## src/rtl/mvu_apb_cfg_master.sv

```systemverilog
// mvu_apb_cfg_master: queues MVU CSR requests and plays each one out as a
// single APB3 transfer (SETUP then ACCESS), returning one response per
// request in order. A stalled responder is cut off after TIMEOUT ACCESS
// cycles and answered with an error.
//
// Handshake: a request is taken on any rising clk edge where req_valid and
// req_ready are both high; req_ready depends only on queue fullness, never
// on req_valid. rsp_valid is a single-cycle pulse with no ready; the
// consumer must take it in that cycle.
module mvu_apb_cfg_master #(
  parameter int APB_ADDR_WIDTH = 15,
  parameter int APB_DATA_WIDTH = 32,
  parameter int FIFO_DEPTH     = 4,
  parameter int TIMEOUT        = 16
) (
  input  logic                      clk,
  input  logic                      rst_n,
  // sequencer request port
  input  logic                      req_valid,
  output logic                      req_ready,
  input  logic                      req_write,
  input  logic [APB_ADDR_WIDTH-1:0] req_addr,
  input  logic [APB_DATA_WIDTH-1:0] req_wdata,
  // response port
  output logic                      rsp_valid,
  output logic                      rsp_err,
  output logic [APB_DATA_WIDTH-1:0] rsp_rdata,
  output logic                      busy,
  // APB3 initiator
  output logic [APB_ADDR_WIDTH-1:0] paddr,
  output logic                      psel,
  output logic                      penable,
  output logic                      pwrite,
  output logic [APB_DATA_WIDTH-1:0] pwdata,
  input  logic [APB_DATA_WIDTH-1:0] prdata,
  input  logic                      pready,
  input  logic                      pslverr,
  // debug: current FSM state (0 = IDLE, 1 = SETUP, 2 = ACCESS)
  output logic [1:0]                dbg_state
);

  localparam int PTR_W = (FIFO_DEPTH > 1) ? $clog2(FIFO_DEPTH) : 1;
  localparam int CNT_W = PTR_W + 1;
  localparam int TO_W  = $clog2(TIMEOUT);

  localparam logic [CNT_W-1:0] DEPTH_C = CNT_W'(FIFO_DEPTH);
  localparam logic [TO_W-1:0]  TO_LAST = TO_W'(TIMEOUT - 1);

  typedef enum logic [1:0] {
    ST_IDLE   = 2'd0,
    ST_SETUP  = 2'd1,
    ST_ACCESS = 2'd2
  } state_e;

  // ---------------------------------------------------------------------
  // Request queue storage and pointers
  // ---------------------------------------------------------------------
  logic [FIFO_DEPTH-1:0][APB_ADDR_WIDTH-1:0] addr_mem_q, addr_mem_d;
  logic [FIFO_DEPTH-1:0][APB_DATA_WIDTH-1:0] wdata_mem_q, wdata_mem_d;
  logic [FIFO_DEPTH-1:0]                     write_mem_q, write_mem_d;
  logic [PTR_W-1:0]                          wr_ptr_q, wr_ptr_d;
  logic [PTR_W-1:0]                          rd_ptr_q, rd_ptr_d;
  logic [CNT_W-1:0]                          count_q, count_d;

  logic [PTR_W-1:0] rd_ptr_nxt;
  logic             fifo_full;
  logic             fifo_empty;
  logic             has_next;
  logic             push;
  logic             pop;

  // ---------------------------------------------------------------------
  // Transfer FSM and registered APB / response outputs
  // ---------------------------------------------------------------------
  state_e                    state_q, state_d;
  logic [TO_W-1:0]           to_cnt_q, to_cnt_d;
  logic [APB_ADDR_WIDTH-1:0] paddr_q, paddr_d;
  logic                      psel_q, psel_d;
  logic                      penable_q, penable_d;
  logic                      pwrite_q, pwrite_d;
  logic [APB_DATA_WIDTH-1:0] pwdata_q, pwdata_d;
  logic                      rsp_valid_q, rsp_valid_d;
  logic                      rsp_err_q, rsp_err_d;
  logic [APB_DATA_WIDTH-1:0] rsp_rdata_q, rsp_rdata_d;
  logic                      xfer_done;

  // Head entry (in flight while the FSM is busy) and the entry behind it,
  // which is what a back-to-back reload picks up at completion.
  logic [APB_ADDR_WIDTH-1:0] head_addr, next_addr;
  logic [APB_DATA_WIDTH-1:0] head_wdata, next_wdata;
  logic                      head_write, next_write;

  // Queue status and entry selection
  always_comb begin
    rd_ptr_nxt = rd_ptr_q + PTR_W'(1);
    fifo_full  = (count_q == DEPTH_C);
    fifo_empty = (count_q == '0);
    has_next   = (count_q > CNT_W'(1));
    push       = req_valid && !fifo_full;
    head_addr  = addr_mem_q[rd_ptr_q];
    head_wdata = wdata_mem_q[rd_ptr_q];
    head_write = write_mem_q[rd_ptr_q];
    next_addr  = addr_mem_q[rd_ptr_nxt];
    next_wdata = wdata_mem_q[rd_ptr_nxt];
    next_write = write_mem_q[rd_ptr_nxt];
  end

  // Queue update: write at wr_ptr on push, advance rd_ptr on pop; the head
  // stays in the queue until its transfer completes or is aborted.
  always_comb begin
    addr_mem_d  = addr_mem_q;
    wdata_mem_d = wdata_mem_q;
    write_mem_d = write_mem_q;
    wr_ptr_d    = wr_ptr_q;
    rd_ptr_d    = rd_ptr_q;
    count_d     = count_q;
    if (push) begin
      addr_mem_d[wr_ptr_q]  = req_addr;
      wdata_mem_d[wr_ptr_q] = req_wdata;
      write_mem_d[wr_ptr_q] = req_write;
      wr_ptr_d              = wr_ptr_q + PTR_W'(1);
    end
    if (pop) begin
      rd_ptr_d = rd_ptr_nxt;
    end
    case ({push, pop})
      2'b10:   count_d = count_q + CNT_W'(1);
      2'b01:   count_d = count_q - CNT_W'(1);
      default: count_d = count_q;
    endcase
  end

  // Queue registers
  always_ff @(posedge clk or negedge rst_n) begin
    if (!rst_n) begin
      addr_mem_q  <= '0;
      wdata_mem_q <= '0;
      write_mem_q <= '0;
      wr_ptr_q    <= '0;
      rd_ptr_q    <= '0;
      count_q     <= '0;
    end else begin
      addr_mem_q  <= addr_mem_d;
      wdata_mem_q <= wdata_mem_d;
      write_mem_q <= write_mem_d;
      wr_ptr_q    <= wr_ptr_d;
      rd_ptr_q    <= rd_ptr_d;
      count_q     <= count_d;
    end
  end

  // Next-state and output logic: APB outputs only move on IDLE->SETUP,
  // SETUP->ACCESS and at completion/abort; pready wins over the timeout in
  // the last allowed ACCESS cycle.
  always_comb begin
    state_d     = state_q;
    to_cnt_d    = to_cnt_q;
    paddr_d     = paddr_q;
    psel_d      = psel_q;
    penable_d   = penable_q;
    pwrite_d    = pwrite_q;
    pwdata_d    = pwdata_q;
    rsp_valid_d = 1'b0;
    rsp_err_d   = 1'b0;
    rsp_rdata_d = '0;
    xfer_done   = 1'b0;
    pop         = 1'b0;

    case (state_q)
      ST_IDLE: begin
        if (!fifo_empty) begin
          paddr_d   = head_addr;
          pwrite_d  = head_write;
          pwdata_d  = head_write ? head_wdata : '0;
          psel_d    = 1'b1;
          penable_d = 1'b0;
          state_d   = ST_SETUP;
        end
      end

      ST_SETUP: begin
        penable_d = 1'b1;
        to_cnt_d  = '0;
        state_d   = ST_ACCESS;
      end

      ST_ACCESS: begin
        if (pready) begin
          xfer_done   = 1'b1;
          rsp_err_d   = pslverr;
          rsp_rdata_d = pwrite_q ? '0 : prdata;
        end else if (to_cnt_q == TO_LAST) begin
          xfer_done   = 1'b1;
          rsp_err_d   = 1'b1;
          rsp_rdata_d = '0;
        end else begin
          to_cnt_d = to_cnt_q + TO_W'(1);
        end

        if (xfer_done) begin
          pop         = 1'b1;
          rsp_valid_d = 1'b1;
          to_cnt_d    = '0;
          if (has_next) begin
            paddr_d   = next_addr;
            pwrite_d  = next_write;
            pwdata_d  = next_write ? next_wdata : '0;
            psel_d    = 1'b1;
            penable_d = 1'b0;
            state_d   = ST_SETUP;
          end else begin
            psel_d    = 1'b0;
            penable_d = 1'b0;
            state_d   = ST_IDLE;
          end
        end
      end

      default: begin
        psel_d    = 1'b0;
        penable_d = 1'b0;
        to_cnt_d  = '0;
        state_d   = ST_IDLE;
      end
    endcase
  end

  // FSM, APB and response registers
  always_ff @(posedge clk or negedge rst_n) begin
    if (!rst_n) begin
      state_q     <= ST_IDLE;
      to_cnt_q    <= '0;
      paddr_q     <= '0;
      psel_q      <= 1'b0;
      penable_q   <= 1'b0;
      pwrite_q    <= 1'b0;
      pwdata_q    <= '0;
      rsp_valid_q <= 1'b0;
      rsp_err_q   <= 1'b0;
      rsp_rdata_q <= '0;
    end else begin
      state_q     <= state_d;
      to_cnt_q    <= to_cnt_d;
      paddr_q     <= paddr_d;
      psel_q      <= psel_d;
      penable_q   <= penable_d;
      pwrite_q    <= pwrite_d;
      pwdata_q    <= pwdata_d;
      rsp_valid_q <= rsp_valid_d;
      rsp_err_q   <= rsp_err_d;
      rsp_rdata_q <= rsp_rdata_d;
    end
  end

  // Output mapping
  always_comb begin
    req_ready = !fifo_full;
    busy      = !fifo_empty || (state_q != ST_IDLE);
    paddr     = paddr_q;
    psel      = psel_q;
    penable   = penable_q;
    pwrite    = pwrite_q;
    pwdata    = pwdata_q;
    rsp_valid = rsp_valid_q;
    rsp_err   = rsp_err_q;
    rsp_rdata = rsp_rdata_q;
    dbg_state = state_q;
  end

endmodule
```

## config.mk

```make
export PLATFORM = sky130hd
export DESIGN_NAME = mvu_apb_cfg_master
export DESIGN_NICKNAME = d
export VERILOG_FILES = /design/src/rtl/mvu_apb_cfg_master.sv
export SDC_FILE = /design/constraint.sdc
export NUM_CORES = 1
export LEC_CHECK = 0
export ABC_AREA = 1
export CAP_MARGIN = 20
export CORE_UTILIZATION = 51
export CTS_CLUSTER_DIAMETER = 80
export DETAILED_ROUTE_END_ITERATION = 7
export PLACE_DENSITY = 0.85
export SKIP_LAST_GASP = 1
export SLEW_MARGIN = 20
export SYNTH_ARGS = -nofsm -noshare
export SYNTH_HDL_FRONTEND = slang
export SYNTH_SLANG_ARGS = --single-unit
```

## constraint.sdc

```tcl
create_clock -name clk -period 1.8 [get_ports clk]
set_input_delay 0.45 -clock clk [delete_from_list [all_inputs] [get_ports clk]]
set_output_delay 0.45 -clock clk [all_outputs]
set_load 0.03 [all_outputs]
```

[After elaboration in Yosys (flattened, before gate mapping)]
Index checks and enable logic that the tools add are counted.
Operators by class
  add/sub/neg operators: 5
  $mul: 0
  div/mod/pow operators: 0
  magnitude comparators: 5
  eq/ne operators: 11
  shifts and indexed selects: 0
  mux-type cells: 61
  bitwise gates (word level): 2
  reduce and logical (&&, ||, !) cells: 14
Operators with widths (count)
  32-bit 2-to-1 mux: 11
  32-bit binary-select mux with 2-bit select: 2
  128-bit bitwise mux: 1
  15-bit 2-to-1 mux: 6
  32-bit demux with 2-bit select: 1
  32-bit one-hot mux with 2 select lines: 1
  15-bit binary-select mux with 2-bit select: 2
  60-bit bitwise mux: 1
  15-bit demux with 2-bit select: 1
  15-bit one-hot mux with 2 select lines: 1
  1-bit 2-to-1 mux: 19
  4-bit 2-to-1 mux: 3
  2-bit by 3-bit < comparator with 1-bit output, second input constant: 3
  4-bit one-hot mux with 2 select lines: 1
  2-bit inequality test, second input constant: 3
  3-bit inequality test, second input constant: 2
  1-bit one-hot mux with 3 select lines: 2
  2-bit one-hot mux with 3 select lines: 1
  3-bit one-hot mux with 2 select lines: 1
  3-bit AND reduction: 2
  2-bit nonzero test: 3
  2-bit by 1-bit adder with 2-bit output, second input constant: 2
  4-bit by 1-bit adder with 4-bit output, second input constant: 1
  1-bit binary-select mux with 2-bit select: 2
  20 further kinds: 26
Word-level totals
  register bits after elaboration: 289
  latch bits: 0
  RAM bits: 0
  bits in read-only memories: 0
  output and inout bits: 88
  memories kept: 0

[Logic depth before layout (Yosys ltp)]
  depth in word-level cells: 8
  gate-level depth with buffers: 11
  mapped depth without buffers: 11

[Least setup slack after synthesis]
OpenSTA, ideal clock, no wires.
  path kind: flip-flop to flip-flop
  from: register count_q[0]
  to: register count_q[2]
  library setup time: 118 ps
  data arrival time: 1794 ps
  setup slack: -112 ps
  stages on the path, launching flop included: 10
  path buffers: 0
  clock period less this slack: 1912 ps
  cells stage by stage: dfrtp_1 > inv_1 > ha_1 > nand2_1 > nand2_1 > ha_1 > nor2_1 > o21ai_0 > xor2_1 > inv_1
On the way
  cells in the longest elaborated chain, start to end: 5
  elaborated cells on any way between the ends: 9
RTL lines
  from (decl): RTL line 63  | logic [CNT_W-1:0] count_q, count_d;
  from (signal assigned): RTL line 148  | count_q <= count_d;
  3-bit equality test (*): RTL line 96  | fifo_full = (count_q == DEPTH_C);
  1-bit logical NOT (*)
  via req_ready: RTL line 20  | output logic req_ready,
  1-bit logical AND (*): RTL line 99  | push = req_valid && !fifo_full;
  2-bit by 1-bit equality test with 1-bit output or 2-bit equality test (tied branches): RTL line 126  | case ({push, pop})
  3-bit one-hot mux with 2 select lines or 2-bit nonzero test (tied branches)
Mark *: on every way through the listed nets, which the timed path passes. The rest lies on a longest branch.
A chain may end at the register's enable or synchronous reset.

[Worst setup path in the final report]
  from: register count_q[0]
  to: output port busy
On the way
  cells in the longest elaborated chain, start to end: 3
RTL lines
  3-bit logical NOT: RTL line 97  | fifo_empty = (count_q == '0);
  1-bit logical NOT: RTL line 258  | busy = !fifo_empty || (state_q != ST_IDLE);
  1-bit logical OR: RTL line 258
  to (decl): RTL line 28  | output logic busy,
Every way passes these cells.

==> results by group <==
Run status
  – Status: finished with violations
  – Failing checks: negative setup slack

Worst setup path
  – Crit path kind: flop to output pin
  – Critical path, cell by cell: inv_2 -> ha_4 -> nand3_4 -> buf_6
  – Reg2reg setup slack: -0.05 ns
  – CP peak stage delay: 0.40 ns
  – Number of cells on the worst reg-to-reg path: 11
  – Arr. time, crit path: 1.42 ns
  – Startpoint Class: flop
  – Worst r2r dst: paddr[2]$_DFFE_PN0P_
  – CP max-delay cell: dfrtp_1
  – Worst EP required: 1.35 ns
  – Delay-heaviest family, CP: flip-flops
  – Worst Path Buf+Inv: 2
  – Crit Path Max Fanout: 2
  – CP Capture Type: output pin
  – Worst r2r src: count_q[0]$_DFFE_PN0P_

Floorplan
  – Die Y: 173.9 um
  – Io pins: 173
  – Initial core utilization: 52.22%
  – FP Rows: 62
  – Die W: 173.9 um
  – Core area: 28860 um2
  – Die area: 30240 um2

Global route
  – GRT Residual Overflow: 0
  – GR peak layer: met2
  – Antenna violations before repair: 0
  – Vias in the first global route: 14020
  – Met3 Use GR: 3.215%
  – Total GRT Usage: 27.18%
  – Largest net degree at the start of global routing: 103
  – Met2 Use GR: 47.48%
  – First-pass GRT wire length: 67.68 mm
  – Met1 usage in global routing: 34.02%

Timing
  – Period utilization: 103.9%
  – WHS: 0.3360 ns
  – Setup_tns: -1.412 ns
  – Final Slew Violations: 0
  – Worst Clk Skew: 0.01117 ns
  – Setup Viol. Count Final: 50
  – FMAX: 534.5 MHz
  – Worst slew margin relative to its limit: 56.14%
  – Worst setup margin: -0.07081 ns
  – Tmin final: 1.871 ns
  – Fin. Hold Viols: 0
  – RSZ-0062 raised after global routing: true
  – Worst-margin pin slew: 0.6579 ns

Clock tree
  – CTS Sinks: 288
  – CTS buffer count: 31
  – H-tree levels: 1
  – CTS tree: built
  – Clock-pin slew on the worst setup and hold paths: 0.06 ns
  – Root Buffer: clkbuf_16
  – Clk_lat worst skew: 0.57 ns
  – CTS Buffer Depth: 3

Placed design
  – Final GP Congestion: 0.8341
  – # port buffers: 172
  – Post-DP HPWL: 25.12 mm
  – Cell Area, Placed: 17250 um2

Finish
  – Nets: 2357
  – Antenna Cells: 0
  – Share of layout cells above drive strength 1: 8.231%
  – Synthesis-to-layout area growth: 22.81%
  – Design Area, Final: 18510 um2

Detailed routing
  – Initial DRC Count: 1287
  – Wire per inst: 16.08 um
  – Drt drc: 0
  – Via count: 14620
  – Routed WL: 42.90 mm
  – DR pass1 iterations: 5
  – Post-DRT Antenna Nets: 0
  – Vias per inst: 5.478

Power and ir drop
  – Peak supply drop: 0.001108 V
  – Power density cells: 1963 nW/um2
  – LEAKAGE: 0.01002 uW

Logic synthesis
  – Cell variety after synth: 26
  – Synth Warn #: 0
  – Synth Instances: 2118
  – Syn nets: 2213
  – Seq cells post-synth: 288
  – Post-synthesis sequential area ratio: 47.82%
  – Post-Synthesis Cell Area: 15070 um2
  – Syn Area/Cell: 7.115 um2

Job
  – # Max-Cap Violations: 0

Worst hold path
  – Hold Path Class: input pin to asynchronous set/reset pin
[stage by stage]
stage | worst slack, ns | instances | util, % | total power (uW)
6_report | -0.07081 | 2668 | 64.13 | 36340
5_1_grt | -0.1357 | 2668 | 64.13 | 38930
4_1_cts | -0.1062 | 2658 | 63.46 | 34990
3_5_place_dp | -0.2244 | 2594 | 59.77 | 28540
3_3_place_gp | -0.1910 | 2594 | 59.77 | 27780
2_1_floorplan | 0.01488 | 2118 | - | 23110
[layout make-up]
cell class / instances / area [um2]
multi-input combinational: 1478 / 6406
sequential: 288 / 7214
inverter: 215 / 824.5
fill: 2344 / 10350
clock inverter: 7 / 67.56
tap: 384 / 480.5
clock buffer: 48 / 939.7
timing repair buffer: 248 / 2574
[sequential cells by signal, indices dropped and copies added, names as in the netlist, 3 cells and up]
register,cells
count_q,3
write_mem_q,4
to_cnt_q,4
addr_mem_q,60
rsp_rdata,32
paddr,15
pwdata,32
wdata_mem_q,128
[cell usage in the layout, fill, tap and decap left out, types with 2 or more instances in the layout]
cell type	n
nand2_1	947
dlygate4sd2_1	47
xnor2_1	4
nand3_1	188
inv_8	2
ha_1	6
o21ai_0	222
nand3_2	2
ha_2	3
clkinv_2	4
nand2_2	10
buf_6	5
clkdlybuf4s50_1	83
inv_2	5
clkbuf_1	7
xor2_1	3
buf_4	47
clkbuf_2	11
nor2_4	3
dfrtp_1	284
buf_12	21
nand2_4	6
nor2_1	39
clkdlybuf4s15_1	17
clkbuf_8	10
inv_1	207
clkdlybuf4s15_2	9
nand4_1	14
clkbuf_16	37
a21oi_1	15
dfrtp_2	3
o21ai_1	10
[worst max-delay path by stage]
stage,start,to,slack (ns),cells after the start
final,count_q[0]$_DFFE_PN0P_,busy,-0.07,4
after CTS,dbg_state[0]$_DFFE_PN0P_,dbg_state[0],-0.11,1
after global routing,count_q[0]$_DFFE_PN0P_,paddr[2]$_DFFE_PN0P_,-0.14,11
after detailed placement,pready,count_q[2]$_DFFE_PN0P_,-0.22,10
after global placement,pready,count_q[2]$_DFFE_PN0P_,-0.19,10
after floorplan,dbg_state[0]$_DFFE_PN0P_,count_q[2]$_DFFE_PN0P_,0.01,9
[synth_stat cells]
cell,n,area share [%]
a21oi_1,15,0.50
xnor2_1,4,0.23
o21ai_1,9,0.30
nand3_2,1,0.066
inv_2,5,0.12
nand2_1,955,24
nor2_2,2,0.083
buf_6,4,0.30
mux2i_1,1,0.066
clkbuf_1,33,0.82
buf_2,65,2.2
nor2_1,40,1.0
buf_4,32,1.6
nor2_4,1,0.075
o211ai_1,1,0.050
dfrtp_1,288,48
o21ai_0,224,7.4
xor2_1,3,0.17
inv_4,1,0.042
nand2_2,7,0.29
ha_1,10,0.83
buf_1,3,0.075
nand3_1,190,6.3
nand4_1,14,0.58
nand2_4,1,0.075
inv_1,209,5.2
[timing repair]
item,CTS,global route
resized for setup,139,51
buffers inserted,8,4
hold endpoints to repair,25,0
hold buffers,1,0
pin swaps,4,4
endpoints found under the setup margin,89,74
gates cloned,0,6
[where the power goes]
group	switching [uW]	total (uW)	internal, uW
Combinational	12300	19000	6760
Clock	2550	6250	3700
Sequential	1970	11100	9090
Total	16800	36300	19500
[metal layers]
layer	share of wire, %	up-vias
li1	-	6834
met1	38	6932
met2	50	712
met3	7.9	138
met4	4.0	0
met5	0	-
[cells by family (layout without fill, tap and decap cells)]
kind of cell | Yosys count | after routing | synth area share [%]
simple gates | 1211 | 1211 | 32.26
buf+inv | 352 | 518 | 10.32
flops | 288 | 288 | 47.82
compound gates | 249 | 249 | 8.286
fa+ha+maj | 10 | 10 | 0.8303
xor+xnor | 7 | 7 | 0.4068
mux | 1 | 1 | 0.06643
Note: power is estimated with default switching activity, not from simulation.
